## config.mk

```make
export PLATFORM = sky130hd
export DESIGN_NAME = fetch_sequencer
export DESIGN_NICKNAME = d
export VERILOG_FILES = /design/src/rtl/fetch_sequencer.sv
export SDC_FILE = /design/constraint.sdc
export NUM_CORES = 1
export LEC_CHECK = 0
export CELL_PAD_IN_SITES_DETAIL_PLACEMENT = 0
export CELL_PAD_IN_SITES_GLOBAL_PLACEMENT = 1
export CORE_MARGIN = 2
export CORE_UTILIZATION = 35
export DETAILED_ROUTE_END_ITERATION = 6
export PLACE_DENSITY_LB_ADDON = 0.1
export SLEW_MARGIN = 10
export SYNTH_ARGS = -nofsm -noshare
export SYNTH_HDL_FRONTEND = slang
export SYNTH_SLANG_ARGS = --single-unit
```

## constraint.sdc

```tcl
create_clock -name clock -period 5.7 [get_ports clock]
set_input_delay 0.855 -clock clock [delete_from_list [all_inputs] [get_ports clock]]
set_output_delay 0.855 -clock clock [all_outputs]
set_load 0.1 [all_outputs]
```

## src/rtl/fetch_sequencer.sv

```systemverilog
// fetch_sequencer: instruction fetch controller.
//
// Drives the PC register's next value (pc_new) and reads its current value (pc_old).
// The instruction at pc_old is fetched over a req/ack memory handshake and offered
// to decode over a valid/ready handshake. The PC steps by PC_STEP, redirects on a
// taken branch and holds otherwise. A request that goes MAX_WAIT cycles without ack
// raises a sticky fetch error.
//
// Ports:
//   clock, reset_n              clock, asynchronous active-low reset
//   pc_old / pc_new             PC register output / next-PC (combinational)
//   imem_req/addr/ack/rdata     instruction-memory handshake
//   instr_valid/instr/ready     decode handshake
//   stall                       blocks the PC advance while an instruction is held
//   branch_taken/branch_target  redirect pulse and address (bit 0 ignored)
//   fetch_err                   sticky memory-timeout flag
module fetch_sequencer #(
    parameter logic [15:0] RESET_PC = 16'h0000,
    parameter int unsigned PC_STEP  = 2,
    parameter int unsigned MAX_WAIT = 15
) (
    input  logic        clock,
    input  logic        reset_n,
    input  logic [15:0] pc_old,
    output logic [15:0] pc_new,
    output logic        imem_req,
    output logic [15:0] imem_addr,
    input  logic        imem_ack,
    input  logic [15:0] imem_rdata,
    output logic        instr_valid,
    output logic [15:0] instr,
    input  logic        instr_ready,
    input  logic        stall,
    input  logic        branch_taken,
    input  logic [15:0] branch_target,
    output logic        fetch_err
);

    // Counter holds the number of ack-less cycles already spent, 0..MAX_WAIT-1.
    localparam int unsigned CntW = (MAX_WAIT > 1) ? $clog2(MAX_WAIT) : 1;
    localparam logic [CntW-1:0] LastWait = CntW'(MAX_WAIT - 1);

    typedef enum logic [2:0] {
        StIdle,
        StReq,
        StHold,
        StFlush,
        StErr
    } state_e;

    state_e          state_q;
    logic            imem_req_q;
    logic [15:0]     imem_addr_q;
    logic            instr_valid_q;
    logic [15:0]     instr_q;
    logic            fetch_err_q;
    logic [CntW-1:0] wait_cnt_q;

    logic [15:0] tgt;
    logic [15:0] step_pc;
    logic        advance;
    logic        timeout;

    assign tgt     = {branch_target[15:1], 1'b0};
    assign step_pc = pc_old + 16'(PC_STEP);
    assign advance = instr_ready && !stall;
    // Only meaningful while a request is outstanding (REQ/FLUSH).
    assign timeout = !imem_ack && (wait_cnt_q == LastWait);

    // The PC register loads every edge, so every path not moving the PC must echo pc_old.
    always_comb begin
        pc_new = pc_old;
        if (!reset_n) begin
            pc_new = RESET_PC;
        end else begin
            case (state_q)
                StIdle:         pc_new = branch_taken ? tgt : RESET_PC;
                StReq, StFlush: if (branch_taken) pc_new = tgt;
                StHold: begin
                    if (branch_taken) begin
                        pc_new = tgt;
                    end else if (advance) begin
                        pc_new = step_pc;
                    end
                end
                default:        pc_new = pc_old;
            endcase
        end
    end

    always_ff @(posedge clock or negedge reset_n) begin
        if (!reset_n) begin
            state_q       <= StIdle;
            imem_req_q    <= 1'b0;
            imem_addr_q   <= 16'h0000;
            instr_valid_q <= 1'b0;
            instr_q       <= 16'h0000;
            fetch_err_q   <= 1'b0;
            wait_cnt_q    <= '0;
        end else begin
            case (state_q)
                StIdle: begin
                    imem_req_q    <= 1'b1;
                    imem_addr_q   <= pc_new;
                    instr_valid_q <= 1'b0;
                    wait_cnt_q    <= '0;
                    state_q       <= StReq;
                end
                StReq: begin
                    if (imem_ack) begin
                        wait_cnt_q <= '0;
                        if (branch_taken) begin
                            // Data is for the old path; re-request at the target.
                            imem_addr_q <= tgt;
                        end else begin
                            instr_q       <= imem_rdata;
                            instr_valid_q <= 1'b1;
                            imem_req_q    <= 1'b0;
                            state_q       <= StHold;
                        end
                    end else if (timeout) begin
                        fetch_err_q   <= 1'b1;
                        imem_req_q    <= 1'b0;
                        instr_valid_q <= 1'b0;
                        state_q       <= StErr;
                    end else begin
                        wait_cnt_q <= wait_cnt_q + CntW'(1);
                        // The request cannot be withdrawn; let it finish, then drop it.
                        if (branch_taken) state_q <= StFlush;
                    end
                end
                StHold: begin
                    if (branch_taken || advance) begin
                        instr_valid_q <= 1'b0;
                        imem_addr_q   <= pc_new;
                        imem_req_q    <= 1'b1;
                        state_q       <= StReq;
                    end
                end
                StFlush: begin
                    if (imem_ack) begin
                        wait_cnt_q  <= '0;
                        // pc_new rather than pc_old so a branch in this very cycle
                        // is fetched from its own target.
                        imem_addr_q <= pc_new;
                        state_q     <= StReq;
                    end else if (timeout) begin
                        fetch_err_q   <= 1'b1;
                        imem_req_q    <= 1'b0;
                        instr_valid_q <= 1'b0;
                        state_q       <= StErr;
                    end else begin
                        wait_cnt_q <= wait_cnt_q + CntW'(1);
                    end
                end
                StErr: begin
                    state_q <= StErr;
                end
                default: begin
                    state_q <= StIdle;
                end
            endcase
        end
    end

    assign imem_req    = imem_req_q;
    assign imem_addr   = imem_addr_q;
    assign instr_valid = instr_valid_q;
    assign instr       = instr_q;
    assign fetch_err   = fetch_err_q;

endmodule

```

=== Word level (Yosys, flattened, before mapping) ===
Index checks and enable logic that the tools add are counted.

* Output and inout port bits: 51
* Flip-flop bits (word level): 42

* Add/sub/neg operators: 2
* Bitwise logic cells: 2
* Reductions and logical operators: 15
* Mux-type cells: 34
* Equality and inequality tests: 14

{| class="wikitable"
|+ Operators by type and width
! kind !! count
|-
| $mux 16 || 9
|-
| $pmux 16 s4 || 1
|-
| $pmux 16 s3 || 1
|-
| $mux 3 || 7
|-
| $add 16x2->16 const B || 1
|-
| $pmux 3 s5 || 1
|-
| $mux 1 || 10
|-
| $ne 2x2->1 const B || 5
|-
| $ne 3x3->1 const B || 3
|-
| $mux 4 || 2
|-
| $pmux 1 s4 || 2
|-
| $pmux 4 s2 || 1
|-
| $reduce_and 4->1 || 2
|-
| $eq 3x2->1 const B || 2
|-
| $reduce_and 3->1 || 2
|-
| $reduce_and 5->1 || 1
|-
| $add 4x1->4 const B || 1
|-
| $eq 4x4->1 const B || 1
|-
| $ne 4x4->1 const B || 1
|-
| $reduce_bool 4->1 || 1
|-
| $eq 3x1->1 const B || 1
|-
| $eq 3x3->1 const B || 1
|-
| $logic_not 3->1 || 1
|-
| $logic_and 1x1->1 || 2
|-
| 6 further kinds || 8
|}

=== Longest topological paths before layout ===
Gate-level depths: netlist (run 1).

* Depth in word-level cells: 8
* Depth in mapped cells: 8

=== Worst setup path before layout (run 1) ===
OpenSTA, ideal clock, no wires.

* Path type: input port to output port
* Start: input branch_taken
* End: output pc_new[7]
* Arrival time: 3.746 ns
* Slack: 1.099 ns
* Required time: 4.845 ns
* Stages: 5
* Cells stage by stage: buf_2 -> buf_2 -> nor3_1 -> a311oi_1 -> nor3_1

* Cells in the longest elaborated chain, start to end: 3

{| class="wikitable"
|+ Ends and longest elaborated chain
! item !! RTL line !! RTL
|-
| start, declared || 34 || <nowiki>input logic branch_taken,</nowiki>
|-
| $mux 16 (on tied branches) || 80, 77, 78 ||
|-
| $pmux 16 s3 * || 76 || <nowiki>case (state_q)</nowiki>
|-
| $mux 16 * || 73 || <nowiki>if (!reset_n) begin</nowiki>
|-
| end, declared || 25 || <nowiki>output logic [15:0] pc_new,</nowiki>
|}

Every way passes the cells marked *; elsewhere a longest branch is shown, timed or not.

=== Final worst setup path (run 1) ===
* Start: input pc_old[1]
* End: output pc_new[5]

* Cells in the longest elaborated chain, start to end: 5

{| class="wikitable"
|+ Ends and longest elaborated chain
! item !! RTL line !! RTL
|-
| start, declared || 24 || <nowiki>input logic [15:0] pc_old,</nowiki>
|-
| $add 16x2->16 || 65 || <nowiki>assign step_pc = pc_old + 16'(PC_STEP);</nowiki>
|-
| $mux 16 || 82 || <nowiki>end else if (advance) begin</nowiki>
|-
| $mux 16 || 80 || <nowiki>if (branch_taken) begin</nowiki>
|-
| $pmux 16 s3 || 76 ||
|-
| $mux 16 || 73 ||
|}

Every way passes these cells.

==> flow_summary_export.csv, run 1 <==
group,metric,value,unit
status,status,"finished, final reports clean",
floorplan,initial_utilization,0.357,
timing,grt_setup_unrepaired,"no",
cells_and_area,fin_nets,480,
yosys,ys_warn_count,0,
clock_tree,clock_latency,310,ps
cells_and_area,multi_input_area,1720,sq um
setup_path,reg2reg_slack,3000,ps
route,routed_wl,9820,microns
setup_path,crit_required,4850,ps
timing,worst_pin_slew,985,ps
clock_tree,cts_root_buf,"clkbuf_8",
cells_and_area,antennaDiodeCount,0,
cells_and_area,syn2layout_area_growth,40.2,%
yosys,async_flop_share,1.00,
yosys,yosysMostFrequentCell,"dfrtp_1",
setup_path,endpoint_kind,"output port",
yosys,synth.avg_cell_area,8.78,sq um
yosys,synth_area_leaders,"dfrtp_1, mux2_2, o21ai_0",
timing,final_hold_viol_count,0,
worst_hold_path,hold_path_depth,1,
global_route,gr-usage-all-layers,0.222,
setup_path,r2r-end,"imem_addr[7]$_DFFE_PN0P_",
global_route,overflow,0,
worst_hold_path,hold_path.class,"flip-flop to flip-flop",
floorplan,die-area,9050,sq um
global_route,grt_max_degree,36,
timing,period_share,0.802,
route,via_per_inst,5.81,
setup_path,r2r_cells,5,
timing,max_slew_margin,0.341,
yosys,synth_cell_types,65,
cells_and_area,num-fill-cells,807,
global_route,grt_pass1_wl,15500,microns
yosys,syn_inst,331,
setup_path,cp_max_fo,8,
yosys,synth_common_cells,"dfrtp_1, nor2_1, o21ai_0",
route,drc,0,
timing,fin_setup_tns,0,ps
worst_hold_path,hold-path-endpoint,"fetch_err$_DFFE_PN0P_",
cells_and_area,drive_gt1_frac,0.125,
clock_tree,clock_sinks,42,
setup_path,cp_slowest_cell,"clkdlybuf4s50_1",
clock_tree,cts_buffer_depth,2,
yosys,synth_top_area_frac,0.362,
global_route,grt_antenna_before_repair,0,
clock_tree,postCtsSetupBuffers,0,
route,wl_per_cell,18.6,microns
yosys,netlist_area,2910,sq um
yosys,syn_nets,388,
clock_tree,clkSlewWorstSetupHoldPaths,90,ps
setup_path,r2r-start,"state_q[1]$_DFFE_PN0P_",
clock_tree,cts-buffers-inserted,5,
placement,hpwlAfterDp,7160,microns
timing,setup_viol,0,
timing,period_needed,4570,ps
setup_path,max_stage_delay,970,ps
timing,drv_slew,0,
placement,gp_congestion,0.841,
route,ant_nets,0,
clock_tree,cts_tree,"yes",
cells_and_area,ff_latch_area,1050,sq um
floorplan,dieHeight,95.1,microns
worst_hold_path,worstHoldStart,"fetch_err$_DFFE_PN0P_",
yosys,synth_edf_count,0,
timing,clock_skew,7.10,ps
setup_path,critPathLaunchType,"input port",
yosys,synth_seq_cells,42,
yosys,synthFlopType,"dfrtp_1",
setup_path,crit_type,"input port to output port",
clock_tree,cts.hold.buffers_added,0,
floorplan,io_pins,105,
setup_path,worstPathCellList,"clkdlybuf4s50_1 > ha_1 > inv_1 > nor2_1 > o21ai_0 > a221oi_1 > nor2_1 > clkdlybuf4s50_1",
route,drtPass1Iterations,5,
yosys,synth_seq_area_share,0.362,
floorplan,die_x,95.1,microns
route,drt-initial-drc-count,250,
clock_tree,cts_max_level,2,
job,maxCapViolCount,0,
floorplan,core_area,8130,sq um
setup_path,cp.arrival,3720,ps
yosys,synth_top_area_cell,"dfrtp_1",
placement,portBuffers,103,
global_route,grt_pass1_vias,2905,
floorplan,rows,33,
timing,fmax,219,MHz
clock_tree,cts_resized,0,
route,num_vias,3071,
## routing by layer
layer | wire [microns] | track usage | vias to the layer above
li1 | - | - | 1450
met1 | 4380 | 0.305 | 1485
met2 | 4600 | 0.352 | 124
met3 | 676 | 0.0403 | 12
met4 | 162 | 0.0749 | 0
met5 | 0 | 0 | -
## flip-flops by register name, indices dropped and copies added, names as in the netlist
signal,cells
imem_req,1
imem_addr,16
instr_valid,1
fetch_err,1
wait_cnt_q,4
state_q,3
instr,16
## cell families (layout without fill, tap and decap cells)
logic type                 Yosys count  in the layout  synth area share
and+or+nand+nor                    122            122             0.221
muxes                               21             21            0.0810
DFF                                 42             42             0.362
xor gates and xnor gates             4              4            0.0121
buffers and inverters               31            124            0.0469
adders and majority gates            3              3            0.0129
AOI/OAI and AO/OA                  108            108             0.264
## worst max path at each step
stage / cells after the start / to / from / slack, ps
after floorplan: 5 / pc_new[7] / branch_taken / 1100
after global placement: 8 / pc_new[5] / pc_old[1] / 1180
after detailed placement: 8 / pc_new[5] / pc_old[1] / 1150
after CTS: 8 / pc_new[5] / pc_old[1] / 1130
after global routing: 8 / pc_new[5] / pc_old[1] / 1000
final: 8 / pc_new[5] / pc_old[1] / 1130
## metrics by stage
step / setup slack (ps) / hold WS, ps / utilization / instance area, sq um / cells
after floorplan: 1100 / 464 / - / 2910 / 331
after global placement: 1180 / 443 / 0.487 / 3960 / 521
final: 1130 / 464 / 0.501 / 4070 / 529
after global routing: 1000 / 483 / 0.501 / 4070 / 529
after detailed placement: 1150 / 444 / 0.487 / 3960 / 521
after CTS: 1130 / 470 / 0.501 / 4070 / 529
## placed cells by master, fill, tap and decap left out, types with 7 or more instances in the layout
cell	n
clkdlybuf4s50_1	88
dfrtp_1	42
nor2_1	32
o21ai_0	28
nand2_1	22
buf_4	20
mux2_2	19
a21oi_1	15
and3_1	12
nand4_1	8
a221o_1	8
nor3_1	7
nand2b_1	7
## critical path, delay by kind of cell
kind	cells	cell delay [ps]
AO/OA/AOI/OAI	2	550
adder cells (fa/ha/maj)	1	270
buffers and inverters	3	1720
AND/OR/NAND/NOR	2	330
## area by class of cell
| class | instances | area share |
|---|---|---|
| inverters | 7 | 0.00645 |
| repair buffers | 109 | 0.254 |
| clock inverters | 2 | 0.00922 |
| clock buffers | 6 | 0.0178 |
| multi-input cells | 258 | 0.422 |
| flip-flops and latches | 42 | 0.258 |
| well taps | 105 | 0.0323 |
Power of run 1 is not shown: default switching activity piles up to over one toggle a cycle in this logic, so the estimate is an artifact.
==> run 2, diff against run 1 <==
Settings changed: CORE_UTILIZATION 35 to 30.
Clock period 5.7 ns to 4.2 ns, I/O delays scaled along.
==> run 2 against run 1 <==
  * Die area grew 16%
  * Wire length grew 6.3%
  * Worst setup slack lost 560 ps
  * Critical path depth is the same
  * Via count grew 1.0%
  * Sequential cell count is the same
  * Clock skew grew 1.1 ps
  * Cell count grew 5.1%
  * Design area grew 3.9%
  * Critical endpoint is now pc_new[7]
==> flow_summary_export.csv, run 2 (synthesis results as in run 1) <==
group,metric,value,unit
job,maxCapViolCount,0,
worst_hold_path,hold_path.class,"input port to async pin",
route,drt-initial-drc-count,240,
setup_path,crit_start,"pc_old[1]",
timing,max_slew_margin,0.332,
global_route,grt_pass1_wl,16200,microns
timing,period_share,0.866,
timing,clock_skew,8.16,ps
clock_tree,clock_latency,300,ps
global_route,grt_max_degree,30,
setup_path,r2r-end,"imem_addr[15]$_DFFE_PN0P_",
setup_path,reg2reg_slack,1580,ps
global_route,grt_antenna_before_repair,0,
timing,final_hold_viol_count,0,
status,status,"finished, final reports clean",
cells_and_area,antennaDiodeCount,0,
setup_path,crit_type,"input port to output port",
cells_and_area,syn2layout_area_growth,45.7,%
timing,fmax,275,MHz
floorplan,die_x,102,microns
clock_tree,clock_sinks,42,
setup_path,endpoint_kind,"output port",
timing,setup_viol,0,
global_route,grt_pass1_vias,2880,
clock_tree,cts.hold.buffers_added,0,
setup_path,critPathLaunchType,"input port",
floorplan,io_pins,105,
clock_tree,cts_resized,0,
route,via_per_inst,5.58,
global_route,overflow,0,
cells_and_area,fin_nets,483,
route,ant_nets,0,
clock_tree,cts-buffers-inserted,5,
placement,gp_congestion,0.886,
setup_path,crit_required,3570,ps
clock_tree,cts_root_buf,"clkbuf_8",
setup_path,cp.arrival,3010,ps
placement,hpwlAfterDp,7660,microns
clock_tree,postCtsSetupBuffers,0,
floorplan,rows,35,
timing,worst_pin_slew,999,ps
global_route,gr-usage-all-layers,0.200,
clock_tree,cts_tree,"yes",
placement,portBuffers,103,
route,drc,0,
floorplan,die-area,10500,sq um
setup_path,cp_max_fo,8,
floorplan,dieHeight,102,microns
route,routed_wl,10400,microns
cells_and_area,drive_gt1_frac,0.136,
clock_tree,clkSlewWorstSetupHoldPaths,100,ps
clock_tree,cts_buffer_depth,2,
cells_and_area,final_common_cell,"clkdlybuf4s50_1",
setup_path,r2r-start,"state_q[1]$_DFFE_PN0P_",
cells_and_area,final_cell_mix,"clkdlybuf4s50_1, dfrtp_1, nor2_1",
route,wl_per_cell,18.8,microns
timing,drv_slew,0,
timing,grt_setup_unrepaired,"no",
floorplan,core_area,9330,sq um
setup_path,r2r_cells,4,
timing,period_needed,3640,ps
route,drtPass1Iterations,5,
route,num_vias,3102,
clock_tree,cts_max_level,2,
timing,fin_setup_tns,0,ps
floorplan,initial_utilization,0.311,
## run 2: cell count changes in the layout (fill, tap and decap cells not counted)
cell,before,now
buf_4,20,16
clkdlybuf4s50_1,88,86
buf_12,0,9
## run 2: final cells by class
cell class | count | area, sq um
clock buffer | 6 | 72.6
clock inverter | 2 | 37.5
tap | 129 | 161
inverter | 7 | 26.3
fill | 926 | 5090
multi-input combinational | 258 | 1720
timing repair buffer | 112 | 1170
sequential | 42 | 1050
## run 2: critical path, cell delays in order
cell,delay (ps)
clkdlybuf4s50_1,670
ha_1,280
inv_1,110
nor3_1,480
a211oi_1,150
a311oi_1,360
nor3_1,130
buf_12,190
## run 2: per-stage QoR
stage,instances,hold WS (ps),util,instance area [sq um],setup WS (ps)
final,556,325,0.454,4230,564
after global routing,556,369,0.454,4230,447
after CTS,556,349,0.454,4230,617
after detailed placement,548,453,0.442,4120,640
after global placement,548,450,0.442,4120,638
after floorplan,331,334,-,2910,49.2
## run 2: worst max path at each step
stage	cells past startpoint	end	slack, ps
2_1_floorplan	5	pc_new[7]	50
3_3_place_gp	8	pc_new[7]	640
3_5_place_dp	8	pc_new[7]	640
4_1_cts	8	pc_new[7]	620
5_1_grt	8	pc_new[7]	450
6_report	8	pc_new[7]	560
## run 2: routing by layer
metal | track usage | wire length [microns] | vias up
met5 | 0 | 0 | -
met2 | 0.322 | 5100 | 115
li1 | - | - | 1455
met1 | 0.289 | 4610 | 1528
met4 | 0.0287 | 42 | 0
met3 | 0.0335 | 688 | 4
Power of run 2 is left out for the same reason.
==> run 3, diff against run 2 <==
Settings changed: SLEW_MARGIN 10 to default.
==> results of run 3 <==
No change in the layout: final DEF, timing and power equal those of run 2.
Power of run 3 is left out for the same reason.
==> RTL change 1: new RTL, flow settings as in run 3 <==
Register the input `branch_target` before use, without a reset. The logic sees it one clock later. The other inputs are not delayed to match.
--- a/src/rtl/fetch_sequencer.sv
+++ b/src/rtl/fetch_sequencer.sv
@@ -48,6 +48,12 @@
         StErr
     } state_e;
 
+    logic [15:0] branch_target_q;
+
+    always_ff @(posedge clock) begin
+        branch_target_q <= branch_target;
+    end
+
     state_e          state_q;
     logic            imem_req_q;
     logic [15:0]     imem_addr_q;
@@ -61,7 +67,7 @@
     logic        advance;
     logic        timeout;
 
-    assign tgt     = {branch_target[15:1], 1'b0};
+    assign tgt     = {branch_target_q[15:1], 1'b0};
     assign step_pc = pc_old + 16'(PC_STEP);
     assign advance = instr_ready && !stall;
     // Only meaningful while a request is outstanding (REQ/FLUSH).
Formal check against the unedited RTL: not equivalent (a bounded check fails within 4 cycles, from zero or initial values and one cycle with reset_n low).
==> RTL change 1 against run 3 <==
- utilization up 0.35 points
- area after synthesis is 11% higher
- design area increased by 12%
- critical path type unchanged
- wire length is 0.50% lower
- critical endpoint is now pc_new[13]
- worst setup slack improved by 83 ps
- global-route usage is 1.9 points lower
- sequential cell count rose by 15
==> RTL change 1: results (changes against run 3) <==
[cells_and_area]
buffers = 113  ; +0.89%
seq_share_pct = 28.5  ; +3.7 points
multi_input_area_share_pct = 36.3  ; -4.3 points
nMultiInputCombCells = 239  ; -7.4%
nNonClkInverters = 9  ; +2
bufAreaShareNonClock_pct = 26.3  ; -1.2 points
fillers = 1015  ; +9.6%
nets = 486  ; +0.62%
seq_cells = 57  ; +36%
layout-drive-gt1-share_pct = 17.1  ; +3.5 points
clk_share_pct = 4.54  ; +1.9 points
clockBufferCount = 12  ; +6

[setup_path]
r2r_slack_ps = 1510  ; -70 ps
reg2reg_from = state_q[0]
r2r-end = instr[11]
cp.arrival_ps = 2920  ; -90 ps
cp_max_fo = 10  ; +2
ff2ff_path_depth = 3  ; -1

[yosys]
netlist_top_cells_area = dfrtp_1 (33%), dfxtp_1 (9.3%), mux2_4 (4.2%)
netlist-cell-type-count = 69  ; +6.2%
ys_top_cells_by_count = dfrtp_1 (42), nand2_1 (21), nor2_1 (21), a21oi_1 (17)
syn_nets = 386  ; -0.52%
async_flop_share_pct = 73.7  ; -26 points
ys_seq_area_share_pct = 41.9  ; +5.7 points

[timing]
skew_ps = 7.73  ; -0.432 ps
maxSlewHeadroom_pct = 33.4  ; +0.20 points

[placement]
gp_congestion = 0.805  ; -9.1%
hpwlAfterDp_um = 7550  ; -1.4%
pre_cts_ws_ps = 653  ; +13.0 ps

[grt]
met2_usage_pct = 27.2  ; -5.1 points
grt_pass1_vias = 2985  ; +3.6%
grt_pass1_wl_um = 16100  ; -0.72%
met3_usage_pct = 5.33  ; +2.0 points
use_met1_pct = 25.3  ; -3.6 points
grt_use_total_pct = 18.1  ; -1.9 points
grt_max_degree = 35  ; +17%

[run_status]
status = finished, final reports clean

[clocking]
clock_latency_ps = 340  ; +40 ps
clk_pin_slew_worst_paths_ps = 70  ; -30 ps
htree_levels = 3  ; +1
cts_root_buffer = clkbuf_8

[pwr]
power.leakage_nw = 1.97

[route]
avgViaCountPerCell = 5.21  ; -6.7%
wirelength_um = 10400  ; -0.50%
drt_iter0_markers = 209  ; -13%

## RTL change 1: cells by family (layout without fill, tap and decap cells)
family | count (synthesis) | in the layout | synth area share [%]
AO/OA/AOI/OAI | 96 | 96 | 21.7
XOR/XNOR | 5 | 5 | 1.36
adder cells (fa/ha/maj) | 3 | 3 | 1.16
buffers and inverters | 33 | 138 | 4.69
flip-flops | 57 | 57 | 41.9
multiplexers | 19 | 19 | 7.60
AND/OR/NAND/NOR | 116 | 116 | 21.6
## RTL change 1: metal layers
metal  vias to the layer above  wire length [µm]
li1                       1432                 -
met5                         -                 0
met3                         8               733
met1                      1424              4880
met4                         0               135
met2                       104              4640
## RTL change 1: power by group
part           internal (mW)  total (mW)  switching (mW)
clock network          0.322       0.561           0.239
logic                  0.436        1.61            1.17
registers              0.671       0.757          0.0866
## RTL change 1: worst max-delay path by stage
stage,endpoint,cells past startpoint,slack [ps]
finish,pc_new[13],8,650
global route,pc_new[13],8,460
CTS,pc_new[13],8,650
detailed placement,pc_new[13],8,650
global placement,pc_new[13],8,680
floorplan,pc_new[13],6,460
## RTL change 1: through the flow
stage / instances / utilization (%) / cell area [µm²] / hold WS, ps
after global placement: 554 / 43.7 / 4530 / 456
after CTS: 570 / 45.7 / 4740 / 350
final: 570 / 45.7 / 4740 / 346
after global routing: 570 / 45.7 / 4740 / 359
after floorplan: 329 / - / 3230 / 334
after detailed placement: 554 / 43.7 / 4530 / 458
## RTL change 1: worst max-delay path: stages
cell and delay [ps]:
clkdlybuf4s50_1 570, ha_1 200, nand3b_1 300, nor4_1 350, xor2_1 220, o211ai_1 100
a21oi_1 320, buf_12 220
==> RTL change 2: new RTL, config.mk and constraints of run 3 <==
Without the edit above. Change the parameter `MAX_WAIT` from 15 to 16.
--- a/src/rtl/fetch_sequencer.sv
+++ b/src/rtl/fetch_sequencer.sv
@@ -17,7 +17,7 @@
 module fetch_sequencer #(
     parameter logic [15:0] RESET_PC = 16'h0000,
     parameter int unsigned PC_STEP  = 2,
-    parameter int unsigned MAX_WAIT = 15
+    parameter int unsigned MAX_WAIT = 16
 ) (
     input  logic        clock,
     input  logic        reset_n,
Check against the original RTL: same outputs for any inputs over 4 cycles, from zero or initial values and one cycle with reset_n low; that may be too few to reach the edited logic, so the function may still have changed.
==> RTL change 2 against run 3 <==
- first-iteration DRC count decreased by 45%
- critical path depth is the same
- design area is 1.4% higher
- cell count up 0.36%
- sequential cell count did not move
- hold slack worse by 200 ps
- worst setup slack lost 34 ps
- register-to-register slack is essentially flat
- wire length fell by 6.6%
- area after synthesis grew 0.47%
- via count shrank 3.6%
- largest cell class unchanged
- highest routed layer unchanged
==> RTL change 2: results (changes against run 3) <==
[placement]
gp_congestion = 0.902  ; +1.7%
portBuffers = 103  ; unchanged
hpwlAfterDp_um = 7500  ; -2.1%

[clocking]
cts_root_buffer = clkbuf_8
htree_levels = 2  ; unchanged
clk_pin_slew_worst_paths_ps = 80  ; -20 ps
clock_path_buffers = 2  ; unchanged
cts_setup_buffers = 0  ; unchanged
cts_buffers = 5  ; unchanged
clock_latency_ps = 300  ; about the same
postCtsResizedCells = 0  ; unchanged

[yosys]
async_flop_share_pct = 100  ; unchanged
syn_nets = 381  ; -1.8%
ys_seq_area_share_pct = 36.0  ; -0.17 points
netlist-cell-type-count = 72  ; +11%
ys_top_cells_by_count = dfrtp_1 (42), nand2_1 (25), nor2_1 (25), mux2_2 (18)
netlist_top_cells_area = dfrtp_1 (36%), mux2_2 (6.9%), nand2_1 (3.2%)
yosys_warnings = 0  ; unchanged

[grt]
use_met1_pct = 26.0  ; -2.9 points
grt_use_total_pct = 18.7  ; -1.3 points
grt_max_degree = 30  ; unchanged
grt_pass1_vias = 2880  ; unchanged
grt_pass1_wl_um = 15200  ; -6.1%
met2_usage_pct = 30.4  ; -1.8 points
met3_usage_pct = 3.59  ; +0.24 points
antenna_found_initial = 0  ; unchanged

[timing]
skew_ps = 11.1  ; +2.91 ps
maxSlewHeadroom_pct = 34.2  ; +0.98 points
setup_tns_ps = 0  ; unchanged

[min_path]
hold_path_class = primary input to asynchronous set/reset pin

[setup_path]
cpPeakStageDelay_ps = 690  ; +20 ps
cp.arrival_ps = 3040  ; +30 ps
cp_max_fo = 13  ; +5
cp_top_family = buffers and inverters
r2r_slack_ps = 1580  ; about the same
critPathSlowestCell = nor4b_1

[job]
max_cap_violations = 0  ; unchanged

[route]
wl_met1_um = 4440  ; -3.6%
wire_per_inst_um = 17.5  ; -6.9%
drt_iter0_markers = 133  ; -45%
vias = 2989  ; -3.6%
firstDrtPassIters = 4  ; -1
maxUsedRoutingLayer = met4
wl_met3_um = 672  ; -2.3%
dr_wl_met2_um = 4570  ; -10%

[run_status]
status = finished, final reports clean

[cells_and_area]
n_antenna_cell = 0  ; unchanged
nets = 480  ; -0.62%
fillers = 938  ; +1.3%
layout-drive-gt1-share_pct = 14.6  ; +1.0 points

[pwr]
peakVddDrop_uv = 566
power.leakage_nw = 1.73

## RTL change 2: cell types whose count changed in the layout (fill, tap and decap cells not counted), moves of 4 or more
cell	before	now
and3_1	12	6
a21boi_0	0	5
nand4_1	8	3
o21ai_0	28	17
nor2_1	32	25
buf_4	16	11
buf_12	9	13
inv_1	6	11
nand3_1	6	10
## RTL change 2: cell type report
class                      count  area, µm²  share of cell area, %
clock buffer                   5       68.8                   1.60
clock inverter                 3       21.3                  0.495
inverter                      13       48.8                   1.14
multi-input combinational    251       1730                   40.3
sequential                    42       1050                   24.5
tap                          133        166                   3.88
timing repair buffer         111       1210                   28.2
## RTL change 2: metrics by stage
stage          setup WS [ps]  instance area [µm²]  hold slack, ps  utilization, %  std cells
6_report                 530                 4290             122            44.7        558
5_1_grt                  445                 4290             103            44.7        558
4_1_cts                  576                 4290             114            44.7        558
3_5_place_dp             579                 4200             431            43.8        550
3_3_place_gp             640                 4200             431            43.8        550
2_1_floorplan            114                 2920             334               -        325
## RTL change 2: kinds of logic after synthesis
family          count (synthesis)  share of synthesized area (%)
flops                          42                           36.0
xor+xnor                        1                          0.300
simple gates                  121                           23.4
buf+inv                        32                           4.80
fa+ha+maj                       2                          0.857
compound gates                107                           27.0
mux                            20                           7.63
## RTL change 2: power breakdown
group	switching (mW)	internal, mW	leakage [nW]	total, mW
combinational	2.03	0.786	1.17	2.82
sequential	0.154	0.583	0.520	0.737
clock	0.154	0.117	0.0441	0.271
## RTL change 2: path summary, 6_finish.rpt
path                                 end  depth (start not counted)          from
max                           pc_new[15]                          8  branch_taken
max in group asynchronous   imem_addr[9]                          2       reset_n
max reg2reg                imem_addr[11]                          5    state_q[0]
min reg2reg                    fetch_err                          1     fetch_err
min in group clock             fetch_err                          1     fetch_err
min                        imem_addr[13]                          1       reset_n
